`config.mk`:
```
export PLATFORM = sky130hd
export DESIGN_NAME = sprite_line_scheduler
export DESIGN_NICKNAME = d
export VERILOG_FILES = /design/src/rtl/sprite_line_scheduler.sv
export SDC_FILE = /design/constraint.sdc
export NUM_CORES = 1
export LEC_CHECK = 0
export ABC_AREA = 1
export CAP_MARGIN = 20
export CORE_UTILIZATION = 59
export CTS_CLUSTER_SIZE = 25
export DETAILED_ROUTE_END_ITERATION = 8
export HOLD_SLACK_MARGIN = 0.12
export MAX_ROUTING_LAYER = met4
export PLACE_DENSITY = 0.85
export SLEW_MARGIN = 15
export SYNTH_ARGS = -nofsm -noshare
export SYNTH_HDL_FRONTEND = slang
export SYNTH_SLANG_ARGS = --single-unit
```
`constraint.sdc`:
```
create_clock -name clk -period 5.1 [get_ports clk]
set_clock_uncertainty 0.1 [all_clocks]
set_input_delay 0.51 -clock clk [delete_from_list [all_inputs] [get_ports clk]]
set_output_delay 0.51 -clock clk [all_outputs]
set_load 0.02 [all_outputs]
```
`src/rtl/sprite_line_scheduler.sv`:
```
// Per-scanline sprite scheduler: scans OAM during horizontal blanking for up to
// eight sprites that hit the next line, fetches their 2bpp row words from
// sprite graphics memory, and commits them to the slot outputs at hcount 0.
// Optional build macro: SPRITE_HFLIP_EN (mirror fetched rows of hflip sprites).
module sprite_line_scheduler #(
    parameter int unsigned NUM_SPRITES = 64,
    parameter int unsigned EVAL_START  = 640,
    parameter int unsigned V_TOTAL     = 525
) (
    input  logic         clk,
    input  logic         reset,
    input  logic [10:0]  hcount,
    input  logic [9:0]   vcount,
    output logic [7:0]   oam_addr,
    input  logic [31:0]  oam_rdata,
    output logic [10:0]  sg_addr,
    input  logic [31:0]  sg_rdata,
    output logic [255:0] slot_gfx,
    output logic [79:0]  slot_x,
    output logic [7:0]   slot_palette,
    output logic [7:0]   slot_valid,
    output logic         load_sprite,
    output logic         busy,
    output logic         overflow,
    output logic         late
);

    localparam int unsigned SLOTS   = 8;
    localparam int unsigned IDX_W   = 3;
    localparam int unsigned CNT_W   = 4;
    localparam int unsigned OAM_AW  = 8;
    localparam int unsigned SG_AW   = 11;
    localparam int unsigned GFX_W   = 32;
    localparam int unsigned X_W     = 10;
    localparam int unsigned Y_W     = 9;
    localparam int unsigned TILE_W  = 7;
    localparam int unsigned ROW_W   = 4;
    localparam int unsigned LINE_W  = 10;
    localparam int unsigned SPR_H   = 16;

    typedef enum logic [1:0] {
        ST_IDLE  = 2'd0,
        ST_EVAL  = 2'd1,
        ST_FETCH = 2'd2,
        ST_DONE  = 2'd3
    } state_e;

    state_e state_q, state_d;

    // OAM scan pipeline
    logic [OAM_AW-1:0] oam_addr_q, oam_addr_d;
    logic              cmp_vld_q, cmp_vld_d;
    logic              cmp_last_q, cmp_last_d;
    logic              issued_all_q, issued_all_d;
    logic [CNT_W-1:0]  found_q, found_d;

    // shadow (next-line) slot contents
    logic [SLOTS-1:0][TILE_W-1:0] sh_tile_q, sh_tile_d;
    logic [SLOTS-1:0][ROW_W-1:0]  sh_row_q, sh_row_d;
    logic [SLOTS-1:0][X_W-1:0]    sh_x_q, sh_x_d;
    logic [SLOTS-1:0][GFX_W-1:0]  sh_gfx_q, sh_gfx_d;
    logic [SLOTS-1:0]             sh_pal_q, sh_pal_d;
    logic [SLOTS-1:0]             sh_vld_q, sh_vld_d;
    logic                         sh_ovf_q, sh_ovf_d;
`ifdef SPRITE_HFLIP_EN
    logic [SLOTS-1:0]             sh_hflip_q, sh_hflip_d;
`endif

    // graphics fetch pipeline
    logic [SG_AW-1:0]  sg_addr_q, sg_addr_d;
    logic [CNT_W-1:0]  fi_q, fi_d;
    logic              sg_pend_q, sg_pend_d;
    logic [IDX_W-1:0]  pend_idx_q, pend_idx_d;
    logic              cap_vld_q, cap_vld_d;
    logic [IDX_W-1:0]  cap_idx_q, cap_idx_d;

    // committed outputs
    logic [SLOTS-1:0][GFX_W-1:0] slot_gfx_q, slot_gfx_d;
    logic [SLOTS-1:0][X_W-1:0]   slot_x_q, slot_x_d;
    logic [SLOTS-1:0]            slot_pal_q, slot_pal_d;
    logic [SLOTS-1:0]            slot_vld_q, slot_vld_d;
    logic                        load_q, load_d;
    logic                        busy_q, busy_d;
    logic                        ovf_q, ovf_d;
    logic                        late_q, late_d;

    // OAM entry decode
    logic [LINE_W-1:0] target_c;
    logic [LINE_W-1:0] dy_c;
    logic [X_W-1:0]    ent_x_c;
    logic [Y_W-1:0]    ent_y_c;
    logic [TILE_W-1:0] ent_tile_c;
    logic              ent_pal_c;
    logic              ent_en_c;
    logic              hit_c;
    logic              end_eval_c;
    logic [GFX_W-1:0]  cap_word_c;
    logic              unused_c;

`ifdef SPRITE_HFLIP_EN
    // Reverse the order of the sixteen 2-bit pixels in a row word.
    function automatic logic [GFX_W-1:0] pix_rev(input logic [GFX_W-1:0] w);
        logic [GFX_W-1:0] r;
        r = '0;
        for (int i = 0; i < 16; i++) begin
            r[2*(15-i) +: 2] = w[2*i +: 2];
        end
        return r;
    endfunction
`endif

    // Target line, field extraction and range compare for the returned OAM word.
    always_comb begin
        target_c   = (vcount == LINE_W'(V_TOTAL - 1)) ? '0 : vcount + LINE_W'(1);
        ent_x_c    = oam_rdata[9:0];
        ent_y_c    = oam_rdata[18:10];
        ent_tile_c = oam_rdata[25:19];
        ent_pal_c  = oam_rdata[26];
        ent_en_c   = oam_rdata[27];
        dy_c       = target_c - {1'b0, ent_y_c};
        hit_c      = ent_en_c && (dy_c < LINE_W'(SPR_H));
`ifdef SPRITE_HFLIP_EN
        unused_c   = ^oam_rdata[31:29];
        cap_word_c = sh_hflip_q[cap_idx_q] ? pix_rev(sg_rdata) : sg_rdata;
`else
        unused_c   = ^oam_rdata[31:28];
        cap_word_c = sg_rdata;
`endif
    end

    // State register.
    always_ff @(posedge clk or negedge reset) begin
        if (!reset) state_q <= ST_IDLE;
        else        state_q <= state_d;
    end

    // Next-state and datapath next values; commit at hcount 0 overrides all.
    always_comb begin
        state_d      = state_q;
        oam_addr_d   = oam_addr_q;
        cmp_vld_d    = 1'b0;
        cmp_last_d   = cmp_last_q;
        issued_all_d = issued_all_q;
        found_d      = found_q;
        sh_tile_d    = sh_tile_q;
        sh_row_d     = sh_row_q;
        sh_x_d       = sh_x_q;
        sh_gfx_d     = sh_gfx_q;
        sh_pal_d     = sh_pal_q;
        sh_vld_d     = sh_vld_q;
        sh_ovf_d     = sh_ovf_q;
`ifdef SPRITE_HFLIP_EN
        sh_hflip_d   = sh_hflip_q;
`endif
        sg_addr_d    = sg_addr_q;
        fi_d         = fi_q;
        sg_pend_d    = 1'b0;
        pend_idx_d   = pend_idx_q;
        cap_vld_d    = 1'b0;
        cap_idx_d    = cap_idx_q;
        slot_gfx_d   = slot_gfx_q;
        slot_x_d     = slot_x_q;
        slot_pal_d   = slot_pal_q;
        slot_vld_d   = slot_vld_q;
        load_d       = 1'b0;
        ovf_d        = ovf_q;
        late_d       = late_q;
        end_eval_c   = 1'b0;

        if (hcount == '0) begin
            load_d  = 1'b1;
            state_d = ST_IDLE;
            case (state_q)
                ST_DONE: begin
                    slot_gfx_d = sh_gfx_q;
                    slot_x_d   = sh_x_q;
                    slot_pal_d = sh_pal_q;
                    slot_vld_d = sh_vld_q;
                    ovf_d      = sh_ovf_q;
                    late_d     = 1'b0;
                end
                ST_EVAL, ST_FETCH: begin
                    slot_vld_d = '0;
                    late_d     = 1'b1;
                end
                default: begin
                    slot_vld_d = '0;
                end
            endcase
        end else begin
            case (state_q)
                ST_IDLE: begin
                    if (hcount == SG_AW'(EVAL_START)) begin
                        state_d      = ST_EVAL;
                        oam_addr_d   = '0;
                        issued_all_d = 1'b0;
                        cmp_last_d   = 1'b0;
                        found_d      = '0;
                        sh_tile_d    = '0;
                        sh_row_d     = '0;
                        sh_x_d       = '0;
                        sh_gfx_d     = '0;
                        sh_pal_d     = '0;
                        sh_vld_d     = '0;
                        sh_ovf_d     = 1'b0;
`ifdef SPRITE_HFLIP_EN
                        sh_hflip_d   = '0;
`endif
                    end
                end
                ST_EVAL: begin
                    // the address presented now returns data next cycle
                    if (!issued_all_q) begin
                        cmp_vld_d  = 1'b1;
                        cmp_last_d = (oam_addr_q == OAM_AW'(NUM_SPRITES - 1));
                        if (oam_addr_q == OAM_AW'(NUM_SPRITES - 1)) issued_all_d = 1'b1;
                        else oam_addr_d = oam_addr_q + OAM_AW'(1);
                    end
                    if (cmp_vld_q) begin
                        if (hit_c) begin
                            if (found_q == CNT_W'(SLOTS)) begin
                                sh_ovf_d   = 1'b1;
                                end_eval_c = 1'b1;
                            end else begin
                                sh_tile_d[found_q[IDX_W-1:0]] = ent_tile_c;
                                sh_row_d[found_q[IDX_W-1:0]]  = dy_c[ROW_W-1:0];
                                sh_x_d[found_q[IDX_W-1:0]]    = ent_x_c;
                                sh_pal_d[found_q[IDX_W-1:0]]  = ent_pal_c;
                                sh_vld_d[found_q[IDX_W-1:0]]  = 1'b1;
`ifdef SPRITE_HFLIP_EN
                                sh_hflip_d[found_q[IDX_W-1:0]] = oam_rdata[28];
`endif
                                found_d = found_q + CNT_W'(1);
                            end
                        end
                        if (cmp_last_q) end_eval_c = 1'b1;
                    end
                    if (end_eval_c) begin
                        cmp_vld_d = 1'b0;
                        fi_d      = '0;
                        state_d   = (found_d == '0) ? ST_DONE : ST_FETCH;
                    end
                end
                ST_FETCH: begin
                    if (fi_q < found_q) begin
                        sg_addr_d  = {sh_tile_q[fi_q[IDX_W-1:0]], sh_row_q[fi_q[IDX_W-1:0]]};
                        fi_d       = fi_q + CNT_W'(1);
                        sg_pend_d  = 1'b1;
                        pend_idx_d = fi_q[IDX_W-1:0];
                    end
                    if (sg_pend_q) begin
                        cap_vld_d = 1'b1;
                        cap_idx_d = pend_idx_q;
                    end
                    if (cap_vld_q) begin
                        sh_gfx_d[cap_idx_q] = cap_word_c;
                        if ({1'b0, cap_idx_q} == found_q - CNT_W'(1)) state_d = ST_DONE;
                    end
                end
                default: begin
                end
            endcase
        end

        busy_d = (state_d == ST_EVAL) || (state_d == ST_FETCH);
    end

    // Datapath and output registers; reset discards any shadow contents.
    always_ff @(posedge clk or negedge reset) begin
        if (!reset) begin
            oam_addr_q   <= '0;
            cmp_vld_q    <= 1'b0;
            cmp_last_q   <= 1'b0;
            issued_all_q <= 1'b0;
            found_q      <= '0;
            sh_tile_q    <= '0;
            sh_row_q     <= '0;
            sh_x_q       <= '0;
            sh_gfx_q     <= '0;
            sh_pal_q     <= '0;
            sh_vld_q     <= '0;
            sh_ovf_q     <= 1'b0;
`ifdef SPRITE_HFLIP_EN
            sh_hflip_q   <= '0;
`endif
            sg_addr_q    <= '0;
            fi_q         <= '0;
            sg_pend_q    <= 1'b0;
            pend_idx_q   <= '0;
            cap_vld_q    <= 1'b0;
            cap_idx_q    <= '0;
            slot_gfx_q   <= '0;
            slot_x_q     <= '0;
            slot_pal_q   <= '0;
            slot_vld_q   <= '0;
            load_q       <= 1'b0;
            busy_q       <= 1'b0;
            ovf_q        <= 1'b0;
            late_q       <= 1'b0;
        end else begin
            oam_addr_q   <= oam_addr_d;
            cmp_vld_q    <= cmp_vld_d;
            cmp_last_q   <= cmp_last_d;
            issued_all_q <= issued_all_d;
            found_q      <= found_d;
            sh_tile_q    <= sh_tile_d;
            sh_row_q     <= sh_row_d;
            sh_x_q       <= sh_x_d;
            sh_gfx_q     <= sh_gfx_d;
            sh_pal_q     <= sh_pal_d;
            sh_vld_q     <= sh_vld_d;
            sh_ovf_q     <= sh_ovf_d;
`ifdef SPRITE_HFLIP_EN
            sh_hflip_q   <= sh_hflip_d;
`endif
            sg_addr_q    <= sg_addr_d;
            fi_q         <= fi_d;
            sg_pend_q    <= sg_pend_d;
            pend_idx_q   <= pend_idx_d;
            cap_vld_q    <= cap_vld_d;
            cap_idx_q    <= cap_idx_d;
            slot_gfx_q   <= slot_gfx_d;
            slot_x_q     <= slot_x_d;
            slot_pal_q   <= slot_pal_d;
            slot_vld_q   <= slot_vld_d;
            load_q       <= load_d;
            busy_q       <= busy_d;
            ovf_q        <= ovf_d;
            late_q       <= late_d;
        end
    end

    assign oam_addr     = oam_addr_q;
    assign sg_addr      = sg_addr_q;
    assign slot_gfx     = slot_gfx_q;
    assign slot_x       = slot_x_q;
    assign slot_palette = slot_pal_q;
    assign slot_valid   = slot_vld_q;
    assign load_sprite  = load_q;
    assign busy         = busy_q;
    assign overflow     = ovf_q;
    assign late         = late_q;

endmodule

```
Yosys cells after proc, flatten, opt, wreduce, memory -nomap -nowiden
Index checks and enable logic that the tools add are counted.
Storage, ports and cells
  flip-flop bits (word level): 837
  latch bits: 0
  RAM bits: 0
  bits in read-only memories: 0
  input bits: 87
  output and inout port bits: 375
  logic and storage cells: 223
  memories: 0
Operators by class
  add/sub/neg operators: 6
  $mul: 0
  divide/modulo/power cells: 0
  order comparisons: 7
  eq/ne operators: 20
  shift operators: 0
  multiplexer cells: 96
  bitwise gates (word level): 2
  reductions and logical operators: 23
Operators by type and width (number)
  $mux 256: 2
  $pmux 256 s2: 1
  $mux 80: 4
  $bwmux 256: 1
  $mux 56: 4
  $mux 32: 5
  $pmux 80 s2: 1
  $pmux 56 s2: 1
  $demux 32 s3: 1
  $bwmux 80: 1
  $mux 8: 10
  $pmux 32 s2: 1
  $bwmux 56: 1
  $pmux 8 s2: 3
  $mux 4: 10
  $bwmux 32: 1
  $demux 10 s3: 1
  $mux 1: 26
  $bmux 7 s3: 1
  $demux 7 s3: 1
  $mux 10: 2
  $ne 2x2->1 const B: 10
  $pmux 4 s2: 2
  $mux 7: 2
  other kinds (37): 62

Longest topological paths before layout
  depth after elaboration: 16
  gate-level depth with buffers: 28

Worst setup path after synthesis
OpenSTA, ideal clock, no wires.
  kind: input to register
  start point: input port vcount[0]
  end point: register sh_row_q[14] in the netlist's numbering
  setup time: 0.147 ns
  arrival: 3.186 ns
  data required time: 4.853 ns
  setup slack: 1.667 ns
  cell stages on the path: 24
  path buffers: 2
  path through: inv_1 > ha_1 > nand2_1 > nor2_1 > nand4_2 > nand2_1 > ha_1 > fa_1 > inv_1 > nand3_1 > nand2_1 > nand2_1 > nand2_1 > nand2_1 > nand2_1 > nand2_1 > nor2_2 > nand2_1 > o21ai_2 > nand3b_2 > buf_6 > a21oi_4 > buf_4 > o22ai_1
On the way
  cells in the longest elaborated chain, start to end: 8
  elaborated cells between the ends (all ways): 13
  those cells by class: add/sub: 2; order compare: 1; eq/ne: 2; mux: 6; reduce/logical: 2
Ends and longest elaborated chain
  from (decl): line 13  | input logic [9:0] vcount,
  $add 10x1->10 or $eq 10x10->1 (tied branches): line 114  | target_c = (vcount == LINE_W'(V_TOTAL - 1)) ? '0 : vcount + LINE_W'(1);
  $mux 10 (*): line 114
  $sub 10x9->10 (*): line 120  | dy_c = target_c - {1'b0, ent_y_c};
  branches (longest 5 deep; another with $lt 10x5->1)
  to (signal assigned): line 307  | sh_row_q <= sh_row_d;
  to (decl): line 59  | logic [SLOTS-1:0][ROW_W-1:0] sh_row_q, sh_row_d;
Mark *: on every way between the ends. The select of a mux whose other input is x is not followed.
A chain may end at the register's enable or synchronous reset.

Worst setup path in the final report
  start point: input port vcount[0]
  end point: register sh_tile_q[52] in the netlist's numbering
On the way
  cells in the longest elaborated chain, start to end: 7
  elaborated cells between the ends (all ways): 8
  those cells by class: add/sub: 2; order compare: 1; eq/ne: 2; mux: 1; reduce/logical: 2
Ends and longest elaborated chain
  $add 10x1->10 or $eq 10x10->1 (tied branches): line 114
  $mux 10 (*): line 114
  $sub 10x9->10 (*): line 120
  $lt 10x5->1 (*): line 121  | hit_c = ent_en_c && (dy_c < LINE_W'(SPR_H));
  $logic_and 1x1->1 (*): line 121
  $ne 2x2->1 (no source line) (*)
  $reduce_and 6->1 (no source line) (*)
  to (signal assigned): line 306  | sh_tile_q <= sh_tile_d;
  to (decl): line 58  | logic [SLOTS-1:0][TILE_W-1:0] sh_tile_q, sh_tile_d;
Every way passes the cells marked *; elsewhere a longest branch is shown, timed or not.

==> metrics.log <==
[metrics] core outline area: 54,100 um^2
[metrics] list of cells traversed by the critical path: clkdlybuf4s50_1 > inv_1 > ha_1 > nand2_1 > nor2_1 > nand4_2 > nand2_1 > ha_1 > fa_1 > inv_1 > nand3_1 > nand2_1 > nand3_1 > nand3_1 > nand2_1 > nor2_1 > nand2_1 > o21ai_2 > nand3b_2 > a21oi_1 > inv_2 > nand2_1 > o21ai_1
[metrics] Data required, critical path: 5480 ps
[metrics] worst-path fanout max: 13
[metrics] port buffer count: 457
[metrics] leakage power: 18.1 nW
[metrics] Worst Setup Start Kind: input pin
[metrics] minimum hold slack: 368 ps
[metrics] aggregate negative setup slack: 0 ps
[metrics] post-DR vias/cell: 6.00
[metrics] count of final setup violators: 0
[metrics] arrival time at the worst endpoint: 4690 ps
[metrics] iteration count of the initial detailed-routing pass: 8
[metrics] Die X-Extent: 237 um
[metrics] number of buffers on the longest clock path: 3
[metrics] DRC errors left: 0
[metrics] number of different library cells in the post-synthesis netlist: 48
[metrics] fraction of met2 tracks used by global routing: 55.7%
[metrics] Max Fclk: 0.232 GHz
[metrics] number of clock buffers inserted by TritonCTS: 82
[metrics] post-route fraction of the period consumed by the critical path: 84.5%
[metrics] post-CTS clock slew at the launch and capture registers of the worst setup and hold paths: 70 ps
[metrics] sum of internal, switching and leakage power: 17.0 mW
[metrics] ANT cells: 0
[metrics] TritonCTS clock tree: done
[metrics] depth of the CTS H-tree: 3
[metrics] Clock Latency Late Sink: 630 ps
[metrics] final count of pins violating max slew: 0
[metrics] detailed placement HPWL: 59,600 um
[metrics] vertical extent of the die: 237 um
[metrics] relative slew slack: 21.9%
[metrics] routed length per instance: 22.0 um
[metrics] grt peak-use layer: met2
[metrics] Most Frequent Cell on Critical Path: nand2_1
[metrics] share of cells above drive strength 1: 6.62%
[metrics] Bufs and invs on worst path: 4
[metrics] clk root buf: clkbuf_16
[metrics] worst setup path class: input pin to flop
[metrics] sequential cell fraction of total power: 41.9%
[metrics] Final #Nets: 3,779
[metrics] Mapped Cells: 3,262
[metrics] final wirelength: 97,500 um
[metrics] Starting Density: 60.1%
[metrics] final cell utilization of the core: 75.1%
[metrics] Crit Reg-Reg Startpoint: cap_idx_q[1]
[metrics] number of clock sinks: 837
[metrics] Row Count: 85
[metrics] syn avg cell area: 9.97 um^2
[metrics] Internal Power: 11.5 mW
[metrics] GRT overflow: 0
[metrics] fraction of power spent switching nets: 32.3%
[metrics] register bit total from synthesis: 837
[metrics] count of cells resized by post-cts repair: 0
[metrics] synthesis warning total: 0
[metrics] GR Layer Usage met1: 44.3%
[metrics] time the worst path needs with I/O delays and setup: 4310 ps
[metrics] Critical Path Sink Type: flop
[metrics] initial antenna violation count: 0
[metrics] Critical Path Max Stage Delay: 520 ps
[metrics] worst setup path startpoint: vcount[0]
[metrics] worst hold path class: input pin to async pin
[metrics] RSZ-0062 raised after global routing: false
[metrics] number of nets with antenna violations after detailed routing: 0
[metrics] reg-to-reg slack, setup: 1790 ps
[metrics] global routing usage summed across all routing layers: 36.0%
[metrics] net count after synthesis: 3,374
[metrics] total I/O pin count: 462
[metrics] Power per Cell Area: 418 nW/um^2
[metrics] largest net degree at the start of global routing: 277
[metrics] slew at the pin closest to its max-slew limit: 1170 ps
[metrics] Clock power frac: 36.4%
[metrics] number of vias after detailed routing: 26,563
[metrics] initial drt markers: 3,095
[metrics] Worst path top cell family by delay: simple AND/OR/NAND/NOR gates
[metrics] area of the die: 56,100 um^2
[metrics] Seq/Total Area, Yosys: 64.4%
[metrics] area overhead of the layout relative to synthesis: 25.0%
[metrics] cell with the largest stage delay on the worst path: clkdlybuf4s50_1
[metrics] mapped cell area: 32,500 um^2
[metrics] result of the run: completed
[metrics] wire length of the first global-routing pass: 150,000 um
[metrics] net switching power figure: 5.49 mW
[metrics] number of global-route vias before repair: 26,609
[metrics] Logic pwr share: 21.7%
[metrics] met3 Resource Use GR: 8.56%
[metrics] weighted congestion reported at the end of routability-driven placement: 0.898
[metrics] final-report hold violation count: 0
[metrics] Worst IR Drop VDD: 0.318 mV
[metrics] max-capacitance violation count: 0
[what timing repair did]
| item | 4_1_cts | 5_1_grt |
|---|---|---|
| buffers inserted | 0 | 0 |
| hold endpoints to repair | 75 | 0 |
| hold buffers | 1 | 0 |
[cells by family (layout without fill, tap and decap cells)]
logic type      count (synthesis)  in the layout  share of synthesized area [%]
buf+inv                       695           1164                           8.33
flops                         837            837                           64.4
compound gates                959            959                           17.0
xor+xnor                        9              9                          0.242
simple gates                  737            737                           9.06
fa+ha+maj                      25             25                          0.985
[flip-flops by register name, indices dropped and copies added (netlist names), 11 cells and up]
name and cells:
sg_addr 11, sh_gfx_q 256, sh_row_q 32, sh_tile_q 56, sh_x_q 80, slot_gfx 256
slot_x 80
[layer usage]
metal	vias to the layer above	wire, um
met5	-	0
met2	1622	46500
met4	0	5760
met3	362	9440
li1	11553	-
met1	13026	35800
[worst reg2reg max path: cells and delay by family, from the launching register on]
kind	cells	cell delay, ps
AO/OA/AOI/OAI	2	1190
AND/OR/NAND/NOR	1	860
buffers and inverters	2	520
flip-flops	1	480
[final timing paths]
| check | end | depth (start not counted) |
|---|---|---|
| setup / recovery | sh_tile_q[52] | 23 |
| hold / removal | sh_gfx_q[99] | 2 |
| setup reg to reg | sh_gfx_q[130] | 5 |
| hold reg to reg | slot_palette[7] | 2 |
| max in group asynchronous | slot_gfx[250] | 3 |
| min in group clk | slot_palette[7] | 2 |
[power by group through the flow]
stage | Clock, mW | Sequential, mW | Combinational, mW
after floorplan | 0 | 7.24 | 2.04
after global routing | 6.49 | 7.14 | 3.88
final | 6.19 | 7.12 | 3.68
after CTS | 6.22 | 7.12 | 3.54
after detailed placement | 0 | 7.23 | 3.50
after global placement | 0 | 7.21 | 3.40
[per-stage QoR]
step | cells | instance area (um^2) | setup slack, ps
after global placement | 4274 | 37800 | 385
final | 4427 | 40700 | 788
after detailed placement | 4275 | 37800 | 265
after global routing | 4427 | 40700 | 378
after CTS | 4424 | 40600 | 872
after floorplan | 3262 | 32500 | 1670
[synth_stat cells, drive strengths merged]
cell	number	area, um^2
fa	1	20.0
nand2	601	2260
a21oi	85	459
inv	502	1880
xor2	6	52.6
and3b	1	8.76
dfrtp	837	20900
nand3	43	220
a31oi	12	75.1
clkbuf	131	492
nor2b	1	6.26
nor4	2	12.5
and2	2	12.5
nand4	9	62.6
a21o	1	7.51
o2111ai	1	8.76
xnor2	3	26.3
o21bai	2	15.0
buf	60	327
o31ai	1	7.51
o22ai	419	2750
nor2	62	262
clkinv	2	7.51
o21ai	436	2190
a211oi	1	7.51
o21a	1	7.51
nor3	9	50.1
nand3b	2	18.8
ha	24	300
or2	3	18.8
and3	1	6.26
nor3b	1	7.51
[placed cells by master, fill, tap and decap left out, types with 2 or more instances in the layout]
master	Yosys	routed
a31oi_1	12	12
xor2_1	6	6
nand3_1	42	34
inv_1	496	496
clkbuf_16	0	82
clkinv_2	0	7
inv_16	0	2
inv_6	0	3
a21oi_4	3	11
nor2_2	5	5
nand3_2	1	9
and2_1	2	2
bufinv_16	0	5
or2_2	2	2
ha_1	24	24
clkbuf_8	0	23
clkinvlp_4	0	5
clkinv_1	2	2
clkdlybuf4s50_1	0	456
clkbuf_1	131	18
o22ai_1	399	399
nor2_1	56	56
inv_2	6	6
nor3_1	8	8
buf_16	0	3
o21ai_0	423	423
o21bai_1	2	2
xnor2_1	3	3
nand4_1	8	8
dfrtp_1	837	837
nand2_2	2	2
a21oi_1	82	73
nor4_1	2	2
o21ai_1	12	12
buf_12	0	7
nand2_1	599	598
buf_8	0	2
o22ai_2	20	20
buf_4	5	42
[layout make-up]
class / instances / area [um^2]
sequential: 837 / 20900
tap: 696 / 871
inverter: 504 / 1890
timing repair buffer: 512 / 5150
fill: 3348 / 13500
clock inverter: 25 / 344
multi-input combinational: 1730 / 9010
clock buffer: 123 / 2440
(Power assumes the default switching activity.)
